**src/rtl/cmd_frame_pkg.sv**
```systemverilog
// Shared types and constants for the command frame parser: FSM states,
// opcodes, default header bytes and the frame checksum.
package cmd_frame_pkg;

  typedef enum logic [2:0] {
    S_H0   = 3'd0,
    S_H1   = 3'd1,
    S_CMD  = 3'd2,
    S_CHK  = 3'd3,
    S_EXEC = 3'd4
  } state_e;

  localparam logic [7:0] CMD_SEL_A = 8'h01;
  localparam logic [7:0] CMD_SEL_B = 8'h02;
  localparam logic [7:0] CMD_AUTO  = 8'h03;
  localparam logic [7:0] CMD_RST_A = 8'h10;
  localparam logic [7:0] CMD_RST_B = 8'h11;

  localparam logic [7:0] HDR0_DEF = 8'hEB;
  localparam logic [7:0] HDR1_DEF = 8'h90;

  function automatic logic [7:0] frame_chk(input logic [7:0] h0,
                                           input logic [7:0] h1,
                                           input logic [7:0] cmd);
    logic [7:0] sum;
    sum = h0 + h1 + cmd;
    return sum;
  endfunction

  function automatic logic cmd_known(input logic [7:0] cmd);
    return (cmd == CMD_SEL_A) || (cmd == CMD_SEL_B) || (cmd == CMD_AUTO) ||
           (cmd == CMD_RST_A) || (cmd == CMD_RST_B);
  endfunction

endpackage

```
**src/rtl/cmd_pulse_gen.sv**
```systemverilog
// Reset pulse generator: one shared down-counter drives reset_A/reset_B for
// RST_PULSE_CYC cycles after a load; a new load restarts it and ORs in the line.
module cmd_pulse_gen #(
  parameter int RST_PULSE_CYC = 1000
) (
  input  logic clk,
  input  logic rst,
  input  logic load_a_i,
  input  logic load_b_i,
  output logic reset_a_o,
  output logic reset_b_o
);

  localparam int CW = $clog2(RST_PULSE_CYC + 1);
  localparam logic [CW-1:0] LOAD_VAL = CW'(RST_PULSE_CYC);

  logic [CW-1:0] cnt_q, cnt_d;
  logic          sel_a_q, sel_a_d;
  logic          sel_b_q, sel_b_d;
  logic          active;

  assign active = (cnt_q != '0);

  always_comb begin
    cnt_d   = cnt_q;
    sel_a_d = (sel_a_q & active) | load_a_i;
    sel_b_d = (sel_b_q & active) | load_b_i;
    if (load_a_i || load_b_i) begin
      cnt_d = LOAD_VAL;
    end else if (active) begin
      cnt_d = cnt_q - 1'b1;
    end
  end

  always_ff @(posedge clk) begin
    if (rst) begin
      cnt_q   <= '0;
      sel_a_q <= 1'b0;
      sel_b_q <= 1'b0;
    end else begin
      cnt_q   <= cnt_d;
      sel_a_q <= sel_a_d;
      sel_b_q <= sel_b_d;
    end
  end

  assign reset_a_o = sel_a_q & active;
  assign reset_b_o = sel_b_q & active;

endmodule

```
**src/rtl/cmd_frame_parser.sv**
```systemverilog
// Command frame parser: drains the command RX FIFO, validates HDR0 HDR1 CMD CHK
// frames and drives switch/reset controls. Define CMD_FRAME_ECHO_EN to echo frames.
module cmd_frame_parser
  import cmd_frame_pkg::*;
#(
  parameter int         FIFO_CW       = 5,
  parameter int         RST_PULSE_CYC = 1000,
  parameter logic [7:0] HDR0          = HDR0_DEF,
  parameter logic [7:0] HDR1          = HDR1_DEF
) (
  input  logic               clk,
  input  logic               rst,
  input  logic [7:0]         rec_command,
  input  logic [FIFO_CW-1:0] com_count,
  input  logic               command_time_out,
  output logic               com_pop,
  output logic               force_swi,
  output logic               com_swi,
  output logic               error,
  output logic               reset_A,
  output logic               reset_B,
  output logic [7:0]         tdr_cpuAB,
  output logic               tf_push_cpuAB,
  output logic [7:0]         frame_err_cnt
);

  state_e     state_q, state_d;
  logic       pop_hold_q, pop_hold_d;
  logic [7:0] cmd_q, cmd_d;
  logic       force_q, force_d;
  logic       swi_q, swi_d;
  logic       err_q, err_d;
  logic [7:0] err_cnt_q, err_cnt_d;
  logic       load_a, load_b;
  logic       bad_frame;
  logic       tmo_abort;
  logic       fetch_ok;
  logic       exec_last;

  // Timeout only aborts a frame already in progress and beats byte acceptance.
  assign tmo_abort = command_time_out &&
                     ((state_q == S_H1) || (state_q == S_CMD) || (state_q == S_CHK));
  assign fetch_ok  = (state_q != S_EXEC) && (com_count != '0) && !pop_hold_q && !tmo_abort;

  always_comb begin
    state_d   = state_q;
    cmd_d     = cmd_q;
    force_d   = force_q;
    swi_d     = swi_q;
    err_d     = err_q;
    err_cnt_d = err_cnt_q;
    com_pop   = 1'b0;
    load_a    = 1'b0;
    load_b    = 1'b0;
    bad_frame = 1'b0;

    if (tmo_abort) begin
      state_d   = S_H0;
      bad_frame = 1'b1;
    end else if (fetch_ok) begin
      com_pop = 1'b1;
      case (state_q)
        S_H0: if (rec_command == HDR0) state_d = S_H1;
        S_H1: begin
          if (rec_command == HDR1)      state_d = S_CMD;
          else if (rec_command == HDR0) state_d = S_H1;
          else                          state_d = S_H0;
        end
        S_CMD: begin
          cmd_d   = rec_command;
          state_d = S_CHK;
        end
        S_CHK: begin
          if ((rec_command == frame_chk(HDR0, HDR1, cmd_q)) && cmd_known(cmd_q)) begin
            state_d = S_EXEC;
          end else begin
            state_d   = S_H0;
            bad_frame = 1'b1;
          end
        end
        default: state_d = S_H0;
      endcase
    end else if ((state_q == S_EXEC) && exec_last) begin
      state_d = S_H0;
      err_d   = 1'b0;
      case (cmd_q)
        CMD_SEL_A: begin force_d = 1'b1; swi_d = 1'b0; end
        CMD_SEL_B: begin force_d = 1'b1; swi_d = 1'b1; end
        CMD_AUTO:  begin force_d = 1'b0; swi_d = 1'b0; end
        CMD_RST_A: load_a = 1'b1;
        CMD_RST_B: load_b = 1'b1;
        default: ;
      endcase
    end

    if (bad_frame) begin
      err_d = 1'b1;
      if (err_cnt_q != 8'hFF) err_cnt_d = err_cnt_q + 8'd1;
    end
  end

  // One idle cycle after every pop lets the FIFO count/data catch up.
  assign pop_hold_d = com_pop;

  always_ff @(posedge clk) begin
    if (rst) begin
      state_q    <= S_H0;
      pop_hold_q <= 1'b0;
      cmd_q      <= '0;
      force_q    <= 1'b0;
      swi_q      <= 1'b0;
      err_q      <= 1'b0;
      err_cnt_q  <= '0;
    end else begin
      state_q    <= state_d;
      pop_hold_q <= pop_hold_d;
      cmd_q      <= cmd_d;
      force_q    <= force_d;
      swi_q      <= swi_d;
      err_q      <= err_d;
      err_cnt_q  <= err_cnt_d;
    end
  end

`ifdef CMD_FRAME_ECHO_EN
  logic [2:0] echo_q, echo_d;
  logic [7:0] frame_q [4];

  assign echo_d        = (state_q == S_EXEC) ? echo_q + 3'd1 : 3'd0;
  assign exec_last     = (echo_q == 3'd7);
  assign tf_push_cpuAB = (state_q == S_EXEC) && !echo_q[0];
  assign tdr_cpuAB     = tf_push_cpuAB ? frame_q[echo_q[2:1]] : 8'h00;

  // Fetch states encode the frame slot in their low bits (H0=0 .. CHK=3).
  always_ff @(posedge clk) begin
    if (rst) begin
      echo_q <= '0;
      for (int i = 0; i < 4; i++) frame_q[i] <= '0;
    end else begin
      echo_q <= echo_d;
      if (com_pop) frame_q[state_q[1:0]] <= rec_command;
    end
  end
`else
  assign exec_last     = 1'b1;
  assign tf_push_cpuAB = 1'b0;
  assign tdr_cpuAB     = 8'h00;
`endif

  cmd_pulse_gen #(
    .RST_PULSE_CYC(RST_PULSE_CYC)
  ) u_pulse (
    .clk       (clk),
    .rst       (rst),
    .load_a_i  (load_a),
    .load_b_i  (load_b),
    .reset_a_o (reset_A),
    .reset_b_o (reset_B)
  );

  assign force_swi     = force_q;
  assign com_swi       = swi_q;
  assign error         = err_q;
  assign frame_err_cnt = err_cnt_q;

endmodule
```
**config.mk**
```make
export PLATFORM = sky130hd
export DESIGN_NAME = cmd_frame_parser
export DESIGN_NICKNAME = d
export VERILOG_FILES = /design/src/rtl/cmd_frame_pkg.sv /design/src/rtl/cmd_pulse_gen.sv /design/src/rtl/cmd_frame_parser.sv
export SDC_FILE = /design/constraint.sdc
export NUM_CORES = 1
export LEC_CHECK = 0
export CAP_MARGIN = 20
export CORE_MARGIN = 10
export CORE_UTILIZATION = 48
export DETAILED_ROUTE_END_ITERATION = 6
export PLACE_DENSITY = 0.73
export SLEW_MARGIN = 20
export SYNTH_ARGS = -nofsm -noshare
export SYNTH_HDL_FRONTEND = slang
export SYNTH_HIERARCHICAL = 1
export SYNTH_SLANG_ARGS = --single-unit
```
**constraint.sdc**
```tcl
create_clock -name clk -period 2.1 [get_ports clk]
set_clock_uncertainty 0.15 [all_clocks]
set_input_delay 0.21 -clock clk [delete_from_list [all_inputs] [get_ports clk]]
set_output_delay 0.21 -clock clk [all_outputs]
set_load 0.05 [all_outputs]
```
==> results.sh <==
export IMPL_drive_gt1_share_pct=30.0
export IMPL_grt_pass1_wl_mm=9.23
export IMPL_status="finished with violations"
export IMPL_dp_cells=359
export IMPL_dieArea_mm2=0.00767
export IMPL_tritoncts="done"
export IMPL_grt_max_degree=13
export IMPL_crit_top_cell="buf_4"
export IMPL_clockBufferDepth=2
export IMPL_area_delta_synth_final_pct=40.6
export IMPL_slew_limit_headroom_pct=65.9
export IMPL_grt_use_met2_pct=25.1
export IMPL_max_freq_mhz=425
export IMPL_critical_path_slowest_cell="or4_4"
export IMPL_rows=24
export IMPL_finalWeightedCongestion=0.902
export IMPL_drt_total_wl_mm=5.61
export IMPL_grt_met3_usage_pct=4.46
export IMPL_grt_pass1_vias=2007
export IMPL_met1_usage_pct=16.5
export IMPL_cts_sink_count=35
export IMPL_period_share_pct=112
export IMPL_nFillCells=358
export IMPL_final_cell_mix="46 x buf_4, 31 x dfxtp_1, 28 x nor2_1"
export IMPL_drtPass1Iterations=4
export IMPL_hold_buffers=0
export IMPL_fin_crit_ps=2350
export IMPL_ys_ff_latch=35
export IMPL_path_buf_inv=3
export IMPL_dr_total_vias=2076
export IMPL_stdcell_count=375
export IMPL_root_buffer="clkbuf_8"
export IMPL_ys_seq_area_share_pct=31.9
export IMPL_wl_per_cell_um=15.0
export IMPL_drc=0
export IMPL_holdWs_ps=339
export IMPL_rsz0062_at_grt="yes"
export IMPL_port_buffer_count=29
export IMPL_avgSynthCellArea_um2=8.84
export IMPL_dp_hpwl_mm=4.17
export IMPL_grt_busiest_layer="met2"
export IMPL_finalSetupViolations=10
export IMPL_finalHoldViolCount=0
export IMPL_grt_overflow_total=0
export IMPL_start_util_pct=50.0
export IMPL_required_ps=2170
export IMPL_synth_ff_type="dfxtp_1"
export IMPL_grt_usage_pct=14.6
export IMPL_nets=344
export IMPL_dr_first_iter_drc_count=73
export IMPL_syn_cell_area_mm2=0.00219
export IMPL_antenna_found_initial=0
export IMPL_placed_area_mm2=0.00277
export IMPL_drv_slew=0
export IMPL_endpoint_kind="register"
export IMPL_fin_ws_ps=-252
export IMPL_worstSetupPathType="reg -> reg"
export IMPL_yosysWarningCount=6
export IMPL_path_max_fanout=4
export IMPL_ios=39
export IMPL_post_route_util_pct=70.3
export IMPL_layout_commonest_cell="buf_4"
export IMPL_cts_made_buffers=5
export IMPL_clk_latency_ps=300
export IMPL_clk_pin_slew_ps=80
export IMPL_core_area_mm2=0.00438
export IMPL_synth_cells=248
export IMPL_regToRegSetupSlack_ps=-250
export IMPL_hold_class="reg -> reg"
export IMPL_drtAntennaViolNets=0
export IMPL_power_leakage_uw=0.00121
export IMPL_antenna_cells=0
export IMPL_violations="negative setup slack"
export IMPL_worstSetupStartpointType="register"
export IMPL_die_w_um=87.6
export IMPL_crit_family="simple AND/OR/NAND/NOR gates"
export IMPL_htreeDepth=2
export IMPL_ir_drop_mv=0.405
export IMPL_tightest_slew_ps=510
export IMPL_crit_arrival_ps=2420
export IMPL_avgViaCountPerCell=5.54
export IMPL_fin_area_mm2=0.00308
export IMPL_drv_cap=0
export IMPL_synth_edf_count=0
export IMPL_async_flop_share_pct=0
export IMPL_yosysUniqueCellTypes=63
export IMPL_critPathMaxStageDelay_ps=410
export IMPL_powerDensity_mw_per_mm2=799
export IMPL_crit_chain="buf_4 > ha_2 > nor4_4 > nor4_2 > nand2_1 > nor4_4 > buf_4 > buf_4 > or4_4 > a221oi_2"
export IMPL_die_h_um=87.6
==> sequential cells by signal, indices dropped and copies added, names as in the netlist <==
name / cells
u_pulse/sel_a_q: 1
cmd_q: 8
u_pulse/cnt_q: 10
frame_err_cnt: 8
u_pulse/sel_b_q: 1
state_q: 3
pop_hold_q: 1
error: 1
com_swi: 1
force_swi: 1
==> worst min-delay path, cell delays in order (launching register included) <==
cell and delay, ps:
dfxtp_1 330, a21oi_1 60, nor2_1 70
==> routing by layer <==
metal	part of all wire [%]	wire length [µm]
met1	42	2340
met2	52	2910
met3	4.0	227
met4	2.2	123
met5	0	0
==> cells by family (layout without fill, tap and decap cells) <==
family | after synthesis | after routing | share of synthesized area (%)
multiplexers | 13 | 13 | 6.22
AO/OA/AOI/OAI | 54 | 54 | 18.0
AND/OR/NAND/NOR | 102 | 102 | 28.6
XOR/XNOR | 11 | 11 | 4.39
buffers and inverters | 26 | 93 | 7.24
flip-flops | 35 | 35 | 31.9
adder cells (fa/ha/maj) | 6 | 6 | 3.42
other | 1 | 9 | 0.171
==> layout make-up <==
type / instances / area [µm²] / area share (%)
clock buffers: 5 / 68.8 / 2.23
clock inverters: 3 / 66.3 / 2.15
inverters: 10 / 40.0 / 1.30
multi-input cells: 195 / 1490 / 48.2
flip-flops and latches: 35 / 711 / 23.0
well taps: 52 / 65.1 / 2.11
repair buffers: 75 / 648 / 21.0
==> worst paths after layout <==
kind	start	to	depth (start not counted)
max	cmd_q[1]$_SDFFE_PP0P_	frame_err_cnt[6]$_SDFFE_PP0P_	10
min	u_pulse/sel_a_q$_SDFF_PP0_	u_pulse/sel_a_q$_SDFF_PP0_	2
max reg2reg	cmd_q[1]$_SDFFE_PP0P_	frame_err_cnt[6]$_SDFFE_PP0P_	10
min reg2reg	u_pulse/sel_a_q$_SDFF_PP0_	u_pulse/sel_a_q$_SDFF_PP0_	2
==> report_power, final <==
| part | internal, µW | switching (µW) | leakage [µW] |
|---|---|---|---|
| clock | 475 | 267 | 0.0000687 |
| sequential | 733 | 110 | 0.000286 |
| combinational | 470 | 410 | 0.000857 |
==> per-stage QoR <==
stage	worst slack (ps)	TNS (ps)	power, µW
after floorplan	-119	-131	1390
after global placement	-338	-2500	1590
after detailed placement	-390	-2940	1600
after CTS	-229	-1680	2390
after global routing	-352	-2820	2610
final	-252	-1630	2460
==> cells in the mapped netlist, drive strengths merged, types with 5 or more instances <==
cell	number	area, µm²
dfxtp	35	701
xnor2	8	70.1
buf	14	109
ha	6	75.1
nor3	8	50.1
a21oi	18	93.8
inv	10	37.5
o31ai	5	37.5
nor2	30	115
nor4	5	61.3
or4	6	48.8
nand2	8	30.0
and2b	6	46.3
nand3	8	40.0
mux2i	11	110
o21ai	9	48.8
==> what timing repair did <==
action / CTS / global route
buffers inserted: 3 / 6
gates resized for setup: 7 / 19
pin swaps: 5 / 10
setup endpoints to repair: 12 / 15
Power figures use the tool's default switching activity.
